**config.mk**
```make
export PLATFORM = sky130hd
export DESIGN_NAME = egg_gen
export DESIGN_NICKNAME = d
export VERILOG_FILES = /design/src/rtl/egg_gen.sv
export SDC_FILE = /design/constraint.sdc
export NUM_CORES = 1
export LEC_CHECK = 0
export ABC_CLOCK_PERIOD_IN_PS = 4200
export CORE_MARGIN = 2
export CORE_UTILIZATION = 54
export DETAILED_ROUTE_END_ITERATION = 12
export PLACE_DENSITY = 0.77
export SLEW_MARGIN = 10
export SYNTH_ARGS = -nofsm -noshare
export SYNTH_HDL_FRONTEND = slang
export SYNTH_SLANG_ARGS = --single-unit
```
**constraint.sdc**
```tcl
create_clock -name clk_i -period 4.2 [get_ports clk_i]
set_input_delay 0.84 -clock clk_i [delete_from_list [all_inputs] [get_ports clk_i]]
set_output_delay 0.84 -clock clk_i [all_outputs]
set_load 0.1 [all_outputs]
```
**src/rtl/egg_gen.sv**
```systemverilog
// Egg spawner for the hit-egg game: one round of ROUND_EGGS eggs at pseudo-random holes.
// Latency: every output is registered; an egg appears or clears on the edge after its cause.
// Backpressure: none; tick is a free-running timebase and key is sampled every cycle in SHOW.
module egg_gen #(
   parameter int unsigned HOLD_TICKS = 20,
   parameter int unsigned GAP_TICKS  = 5,
   parameter int unsigned ROUND_EGGS = 30,
   parameter logic [15:0] LFSR_SEED  = 16'hACE1
) (
   input  logic        clk_i,
   input  logic        rst_i,
   input  logic        start_i,
   input  logic        tick_i,
   input  logic [16:0] key_i,
   output logic [16:0] position_o,
   output logic [1:0]  color_o,
   output logic        over_o,
   output logic [5:0]  eggs_left_o,
   output logic [4:0]  miss_cnt_o
);

   typedef enum logic [1:0] {
      ST_IDLE,
      ST_GAP,
      ST_SHOW,
      ST_DONE
   } state_t;

   localparam logic [7:0] GAP_LAST   = 8'(GAP_TICKS - 1);
   localparam logic [7:0] HOLD_LAST  = 8'(HOLD_TICKS - 1);
   localparam logic [5:0] ROUND_LOAD = 6'(ROUND_EGGS);
   localparam logic [4:0] IDX_NONE   = 5'd31;
   localparam logic [4:0] MISS_MAX   = 5'd31;
   localparam logic [4:0] HOLES      = 5'd17;
   localparam logic [4:0] LAST_HOLE  = 5'd16;

   state_t      state_q, state_d;
   logic [7:0]  tick_cnt_q, tick_cnt_d;
   logic [5:0]  eggs_left_q, eggs_left_d;
   logic [4:0]  miss_cnt_q, miss_cnt_d;
   logic [16:0] position_q, position_d;
   logic [1:0]  color_q, color_d;
   logic        over_q, over_d;
   logic [15:0] lfsr_q, lfsr_d;
   logic [4:0]  prev_idx_q, prev_idx_d;

   logic [4:0]  raw_idx;
   logic [4:0]  fold_idx;
   logic [4:0]  egg_idx;
   logic [16:0] egg_position;
   logic [1:0]  egg_color;
   logic        hit;
   logic        timeout;

   // LFSR next value: x^16+x^14+x^13+x^11+1, shifting every clock regardless of state
   always_comb begin
      lfsr_d = {lfsr_q[14:0], lfsr_q[15] ^ lfsr_q[13] ^ lfsr_q[12] ^ lfsr_q[10]};
   end

   // Candidate egg from the current LFSR value: fold 17..31 down, step off the previous hole
   always_comb begin
      raw_idx   = lfsr_q[4:0];
      fold_idx  = raw_idx;
      egg_idx   = 5'd0;
      egg_color = lfsr_q[6:5];
      if (raw_idx >= HOLES) begin
         fold_idx = raw_idx - HOLES;
      end
      egg_idx = fold_idx;
      if (fold_idx == prev_idx_q) begin
         egg_idx = (fold_idx == LAST_HOLE) ? 5'd0 : fold_idx + 5'd1;
      end
      if (lfsr_q[6:5] == 2'b00) begin
         egg_color = 2'b10;
      end
      egg_position = 17'd1 << egg_idx;
   end

   // Egg end conditions; a hit on the timeout edge is still a hit
   always_comb begin
      hit     = (key_i == position_q);
      timeout = tick_i && (tick_cnt_q == HOLD_LAST);
   end

   // Round sequencing: next state, counters and the visible egg
   always_comb begin
      state_d     = state_q;
      tick_cnt_d  = tick_cnt_q;
      eggs_left_d = eggs_left_q;
      miss_cnt_d  = miss_cnt_q;
      position_d  = position_q;
      color_d     = color_q;
      prev_idx_d  = prev_idx_q;
      over_d      = over_q;

      case (state_q)
         ST_IDLE, ST_DONE: begin
            if (start_i) begin
               state_d     = ST_GAP;
               eggs_left_d = ROUND_LOAD;
               miss_cnt_d  = 5'd0;
               tick_cnt_d  = 8'd0;
               prev_idx_d  = IDX_NONE;
               position_d  = 17'd0;
               color_d     = 2'b00;
            end
         end
         ST_GAP: begin
            if (tick_i) begin
               if (tick_cnt_q == GAP_LAST) begin
                  state_d    = ST_SHOW;
                  tick_cnt_d = 8'd0;
                  position_d = egg_position;
                  color_d    = egg_color;
                  prev_idx_d = egg_idx;
               end else begin
                  tick_cnt_d = tick_cnt_q + 8'd1;
               end
            end
         end
         ST_SHOW: begin
            if (hit || timeout) begin
               position_d  = 17'd0;
               color_d     = 2'b00;
               tick_cnt_d  = 8'd0;
               eggs_left_d = eggs_left_q - 6'd1;
               if (!hit && (miss_cnt_q != MISS_MAX)) begin
                  miss_cnt_d = miss_cnt_q + 5'd1;
               end
               state_d = (eggs_left_q == 6'd1) ? ST_DONE : ST_GAP;
            end else if (tick_i) begin
               tick_cnt_d = tick_cnt_q + 8'd1;
            end
         end
         default: begin
            state_d = ST_IDLE;
         end
      endcase

      over_d = (state_d == ST_IDLE) || (state_d == ST_DONE);
   end

   // State and output registers; reset drops any visible egg immediately
   always_ff @(posedge clk_i or posedge rst_i) begin
      if (rst_i) begin
         state_q     <= ST_IDLE;
         tick_cnt_q  <= 8'd0;
         eggs_left_q <= 6'd0;
         miss_cnt_q  <= 5'd0;
         position_q  <= 17'd0;
         color_q     <= 2'b00;
         over_q      <= 1'b1;
         lfsr_q      <= LFSR_SEED;
         prev_idx_q  <= IDX_NONE;
      end else begin
         state_q     <= state_d;
         tick_cnt_q  <= tick_cnt_d;
         eggs_left_q <= eggs_left_d;
         miss_cnt_q  <= miss_cnt_d;
         position_q  <= position_d;
         color_q     <= color_d;
         over_q      <= over_d;
         lfsr_q      <= lfsr_d;
         prev_idx_q  <= prev_idx_d;
      end
   end

   assign position_o  = position_q;
   assign color_o     = color_q;
   assign over_o      = over_q;
   assign eggs_left_o = eggs_left_q;
   assign miss_cnt_o  = miss_cnt_q;

endmodule

```
==> results.yml, run 1 <==
layout:
  antennaDiodeCount: 0
  fin_nets: 450
  area_growth_pct: 22.9
  final_core_util_pct: 68.4
  final_cell_mix: "clkdlybuf4s50_1, dfrtp_1, nand2_1"
  drive_above_1_share_pct: 11.6
  instances_no_fill: 501
  final_common_cell: "clkdlybuf4s50_1"
clocking:
  cts_num_sinks: 62
  post_cts_resize_count: 0
  cts_max_level: 3
  cts_tree: "done"
  holdBufCountCts: 0
  cts_buffers: 9
  path_clk_slew_ns: 0.06
  cts_buffer_depth: 2
  clk_latency_ns: 0.35
  root_buffer: "clkbuf_8"
  cts_setup_buffers: 0
min_path:
  hold_class: "reg2reg"
  min_to: "lfsr_q[9]"
  whs_path_depth: 0
  min_from: "lfsr_q[8]"
worst_setup_path:
  cp.arrival_ns: 3.65
  cp_cell_sequence: "clkdlybuf4s50_1 -> xor2_1 -> nor4_1 -> nand4_1 -> o211ai_1 -> o211ai_1 -> nor4_1 -> xnor2_1 -> nor2_1"
  crit_buf_inv: 1
  path_delay_family: "simple AND/OR/NAND/NOR gates"
  slowest_delay_ns: 0.47
  worstPathRequired_ns: 4.43
  critPathSlowestCell: "o211ai_1"
  end_kind: "register"
  path_class: "in2reg"
  rrSetupSlack_ns: 0.91
  r2r_cells: 10
  rr_startpoint: "lfsr_q[0]"
  r2r-end: "position_o[1]"
  cp_max_fo: 11
  start_kind: "input port"
placed_design:
  gp_congestion: 0.874
  numPortBuffers: 51
  dp_cells: 485
  hpwl_mm: 5.84
  dp_slack_ns: 0.443
detailed_routing:
  firstDrtPassIters: 4
  vias: 2906
  vias_per_cell: 5.80
  drc: 0
  wirelength_mm: 7.96
  drt-initial-drc-count: 142
  ant_nets: 0
  wire_per_inst_um: 15.9
timing:
  fin_hold_ws_ns: 0.357
  tns_ns: 0
  slew_viol_final: 0
  finalSetupViolations: 0
  finalCriticalPeriod_ns: 3.42
  slew_headroom_pct: 33.3
  rsz0062_at_grt: "false"
  fin_skew_ns: 0.00878
  hold_violations: 0
  setup_slack_ns: 0.780
  finalCritPeriodShare_pct: 81.4
  max_freq_mhz: 292
  tightest_slew_ns: 0.997
power_and_ir_drop:
  pwr-share-clk_pct: 34.9
  p_comb_share_pct: 24.4
  ir_drop_uv: 226
  power_density_nw_per_um2: 386
  switching_share_pct: 32.3
  pwr-share-seq_pct: 40.7
  leakage_nw: 1.81
  p_int_mw: 1.13
  switchingPower_mw: 0.538
floorplanning:
  die_w_um: 84.7
  num_io_pins: 52
  dieArea_um2: 7170
  start_util_pct: 55.6
  rows: 29
  core_area_um2: 6310
  die_h_um: 84.7
status:
  status: "completed"
logic_synthesis:
  synth_flop_cell: "dfrtp_1"
  synth_area_per_cell_um2: 9.63
  synth_seq_cells: 62
  netlist_area_um2: 3510
  synthDistinctLibCells: 58
  synth_fp_nets: 396
  yosysSeqAreaShare_pct: 44.7
  synth_warnings: 0
  ys_async_sr_fraction_pct: 100
  synth_edf_count: 0
  synthCells: 365
grt:
  track_usage_pct: 23.2
  grt_first_pass_wirelength_mm: 13.3
  grt_pass1_vias: 2772
  gr-total-overflow: 0
  antenna_found_initial: 0
  grt_max_degree: 36
run:
  drv_cap: 0
## kinds of logic (layout without fill, tap and decap cells)
| kind of cell | after synthesis | after routing | share of synthesized area [%] |
|---|---|---|---|
| AO/OA/AOI/OAI | 92 | 92 | 18.3 |
| XOR/XNOR | 31 | 31 | 7.73 |
| adder cells (fa/ha/maj) | 10 | 10 | 3.56 |
| buffers and inverters | 33 | 92 | 3.77 |
| flip-flops | 62 | 62 | 44.7 |
| multiplexers | 5 | 5 | 1.46 |
| AND/OR/NAND/NOR | 132 | 132 | 20.5 |
## layout make-up
type	instances	area [um2]
fillers	489	2000
multi-input cells	270	1810
flip-flops and latches	62	1570
repair buffers	56	548
clock buffers	13	149
well taps	77	96.3
inverters	20	75.1
clock inverters	3	67.6
## metal layers
layer	part of all wire (%)	vias to the layer above	GRT usage (%)
li1	-	1417	-
met1	48	1409	32.8
met2	46	69	35.2
met3	4.6	11	4.92
met4	1.5	0	9.09
met5	0	-	0
## how the worst max path moves through the flow
stage	startpoint	endpoint	slack, ns	cells after the start
after detailed placement	key_i[15]	eggs_left_o[5]	0.44	9
after CTS	key_i[15]	eggs_left_o[5]	0.78	9
after global routing	key_i[15]	eggs_left_o[5]	0.53	9
after floorplan	lfsr_q[0]	position_o[0]	1.24	10
final	key_i[15]	eggs_left_o[5]	0.78	9
after global placement	key_i[7]	eggs_left_o[5]	0.58	9
## cell usage after synthesis, types with 3 or more instances
master | instances | area (um2)
a31oi_1 | 3 | 18.8
dfstp_2 | 14 | 368
a21o_1 | 3 | 22.5
and3_1 | 4 | 25.0
nor2_1 | 20 | 75.1
nand2b_1 | 6 | 37.5
o22a_1 | 3 | 26.3
o21a_1 | 3 | 22.5
xor2_1 | 18 | 158
clkbuf_1 | 10 | 37.5
or3_1 | 7 | 43.8
nand4_1 | 3 | 18.8
a21oi_1 | 15 | 75.1
dfrtp_1 | 48 | 1200
mux2i_1 | 4 | 40.0
inv_1 | 20 | 75.1
a211oi_1 | 3 | 22.5
nor4_1 | 10 | 62.6
nor2b_1 | 7 | 43.8
ha_1 | 10 | 125
o31ai_1 | 6 | 45.0
nor3b_1 | 4 | 30.0
xnor2_1 | 13 | 114
or2_2 | 3 | 18.8
nor3_1 | 10 | 50.1
o21ai_0 | 21 | 105
nand3_1 | 8 | 40.0
nand2_1 | 34 | 128
o211ai_1 | 5 | 37.5
a22o_1 | 12 | 105
and2_1 | 4 | 25.0
## power by group through the flow
stage                     logic [mW]  registers (mW)  clock network (mW)
final                          0.407           0.678               0.583
after global routing           0.452           0.684               0.612
after CTS                      0.404           0.677               0.590
after detailed placement       0.403           0.687                   0
after global placement         0.394           0.686                   0
after floorplan                0.266           0.723                   0
## metrics by stage
| step | power (mW) | instance area, um2 |
|---|---|---|
| after global routing | 1.75 | 4320 |
| after CTS | 1.67 | 4320 |
| after detailed placement | 1.09 | 4100 |
| final | 1.67 | 4320 |
| after floorplan | 0.989 | 3510 |
| after global placement | 1.08 | 4100 |
## sequential cells by signal, summed over array words and instances (netlist names)
register	count
eggs_left_o	6
tick_cnt_q	8
over_o	1
lfsr_q	16
miss_cnt_o	5
prev_idx_q	5
position_o	17
state_q	2
color_o	2
Note: power is estimated with default switching activity, not from simulation.
==> run 2: changes to the inputs <==
- ABC_CLOCK_PERIOD_IN_PS: 4200 -> 2800
- CORE_UTILIZATION: 54 -> 49
- PLACE_DENSITY: 0.77 -> 0.73
- clock period: 4.2 -> 2.8 ns (I/O delays scaled with it)
==> run 2 against run 1 <==
Hold slack got worse by 0.0025 ns. Clock power increased by 39%. Wire length increased by 4.5%. Setup slack got worse by 0.74 ns. Register-to-register slack got worse by 0.87 ns. Clock skew increased by 0.0028 ns. Largest cell class unchanged. Non-clock buffer count increased by 35. Core utilization increased by 0.15 points. Sequential power increased by 50%.
==> results.yml, run 2 (synthesis gave the netlist of run 1 again) <==
floorplanning:
  start_util_pct: 51.1
  dieArea_um2: 7860
  core_area_um2: 6870
  rows: 30
  num_io_pins: 52
  die_h_um: 88.7
  die_w_um: 88.7
run:
  drv_cap: 0
worst_setup_path:
  slowest_delay_ns: 0.62
  path_delay_family: "simple AND/OR/NAND/NOR gates"
  critPathSlowestCell: "dfstp_2"
  end_kind: "register"
  cp_cell_sequence: "inv_2 -> ha_4 -> nand2b_4 -> and2_4 -> o31ai_4 -> nand3_4 -> or4_4 -> or3_4 -> a21oi_4 -> a22o_1"
  worstPathRequired_ns: 3.08
  crit_buf_inv: 1
  cp_max_fo: 5
  path_class: "reg2reg"
  cp.arrival_ns: 3.05
  start_kind: "register"
timing:
  max_freq_mhz: 362
  fin_hold_ws_ns: 0.355
  slew_headroom_pct: 59.3
  fin_skew_ns: 0.0116
  finalSetupViolations: 0
  rsz0062_at_grt: "true"
  hold_violations: 0
  slew_viol_final: 0
  setup_slack_ns: 0.0365
  finalCritPeriodShare_pct: 98.7
  finalCriticalPeriod_ns: 2.76
  tightest_slew_ns: 0.610
placed_design:
  gp_congestion: 0.856
  dp_slack_ns: -0.213
  hpwl_mm: 6.07
  numPortBuffers: 51
clocking:
  cts_num_sinks: 62
  cts_buffers: 9
  clk_latency_ns: 0.35
  cts_buffer_depth: 2
  cts_max_level: 3
  path_clk_slew_ns: 0.08
  cts_tree: "done"
  root_buffer: "clkbuf_8"
detailed_routing:
  drc: 0
  firstDrtPassIters: 5
  ant_nets: 0
  wirelength_mm: 8.32
  vias_per_cell: 5.47
  wire_per_inst_um: 15.0
  vias: 3035
  drt-initial-drc-count: 138
power_and_ir_drop:
  power_density_nw_per_um2: 536
  leakage_nw: 2.05
  ir_drop_uv: 297
layout:
  largest_reg_flops: 17
  area_growth_pct: 34.0
  antennaDiodeCount: 0
  final_cell_mix: "buf_4, dfrtp_1, nand2_1"
  drive_above_1_share_pct: 33.6
  final_core_util_pct: 68.5
  final_common_cell: "buf_4"
  nFillCells: 586
  register_area_um2: 1580
  multi_input_area_um2: 1970
  fin_nets: 485
min_path:
  hold_class: "reg2reg"
grt:
  gr-total-overflow: 0
  grt_pass1_vias: 2800
  antenna_found_initial: 0
  grt_first_pass_wirelength_mm: 13.2
  grt_max_degree: 36
  track_usage_pct: 21.7
status:
  status: "completed"
==> run 2: cell type report <==
| type | count | area share, % |
|---|---|---|
| Multi-Input combinational cell | 270 | 41.8 |
| Sequential cell | 62 | 33.7 |
| Timing Repair Buffer | 91 | 16.1 |
| Clock buffer | 9 | 2.63 |
| Tap cell | 96 | 2.55 |
| Clock inverter | 7 | 1.70 |
| Inverter | 20 | 1.59 |
==> run 2: where the power goes <==
group	total (mW)	internal, mW	switching [mW]
registers	1.02	0.962	0.0593
clock network	0.811	0.421	0.390
logic	0.692	0.269	0.423
==> run 2: routing by layer <==
layer | wire length (um) | share of wire (%) | global-route usage, % | vias to the layer above
li1 | - | - | - | 1490
met1 | 3820 | 46 | 28.7 | 1465
met2 | 3890 | 47 | 35.0 | 70
met3 | 499 | 6.0 | 4.66 | 10
met4 | 105 | 1.3 | 7.85 | 0
met5 | 0 | 0 | 0 | -
==> run 2: worst paths after layout <==
check / startpoint / endpoint / slack [ns] / cells past startpoint
max: lfsr_q[0] / position_o[1] / 0.04 / 10
min: lfsr_q[14] / lfsr_q[15] / 0.35 / 0
max reg2reg: lfsr_q[0] / position_o[1] / 0.04 / 10
min reg2reg: lfsr_q[14] / lfsr_q[15] / 0.35 / 0
max in group asynchronous: rst_i / prev_idx_q[3] / 1.53 / 3
min in group asynchronous: rst_i / lfsr_q[12] / 0.60 / 2
==> run 2: repair_timing <==
item,in CTS,in global routing
endpoints found under the setup margin,4,18
buffers inserted,4,2
resized for setup,14,18
hold buffers,0,0
pin swaps,5,5
==> run 2: worst register-to-register path: stages, from the launching register on <==
cell	delay (ns)
dfstp_2	0.62
inv_2	0.07
ha_4	0.25
nand2b_4	0.15
and2_4	0.15
o31ai_4	0.22
nand3_4	0.13
or4_4	0.43
or3_4	0.35
a21oi_4	0.18
a22o_1	0.15
==> run 2: stage by stage <==
stage | cells | TNS (ns) | instance area (um2) | power, mW
6_report | 555 | 0 | 4710 | 2.53
3_3_place_gp | 533 | -3.77 | 4320 | 1.70
5_1_grt | 555 | -0.400 | 4710 | 2.65
2_1_floorplan | 365 | 0 | 3540 | 1.48
3_5_place_dp | 533 | -5.22 | 4320 | 1.71
4_1_cts | 553 | 0 | 4620 | 2.53
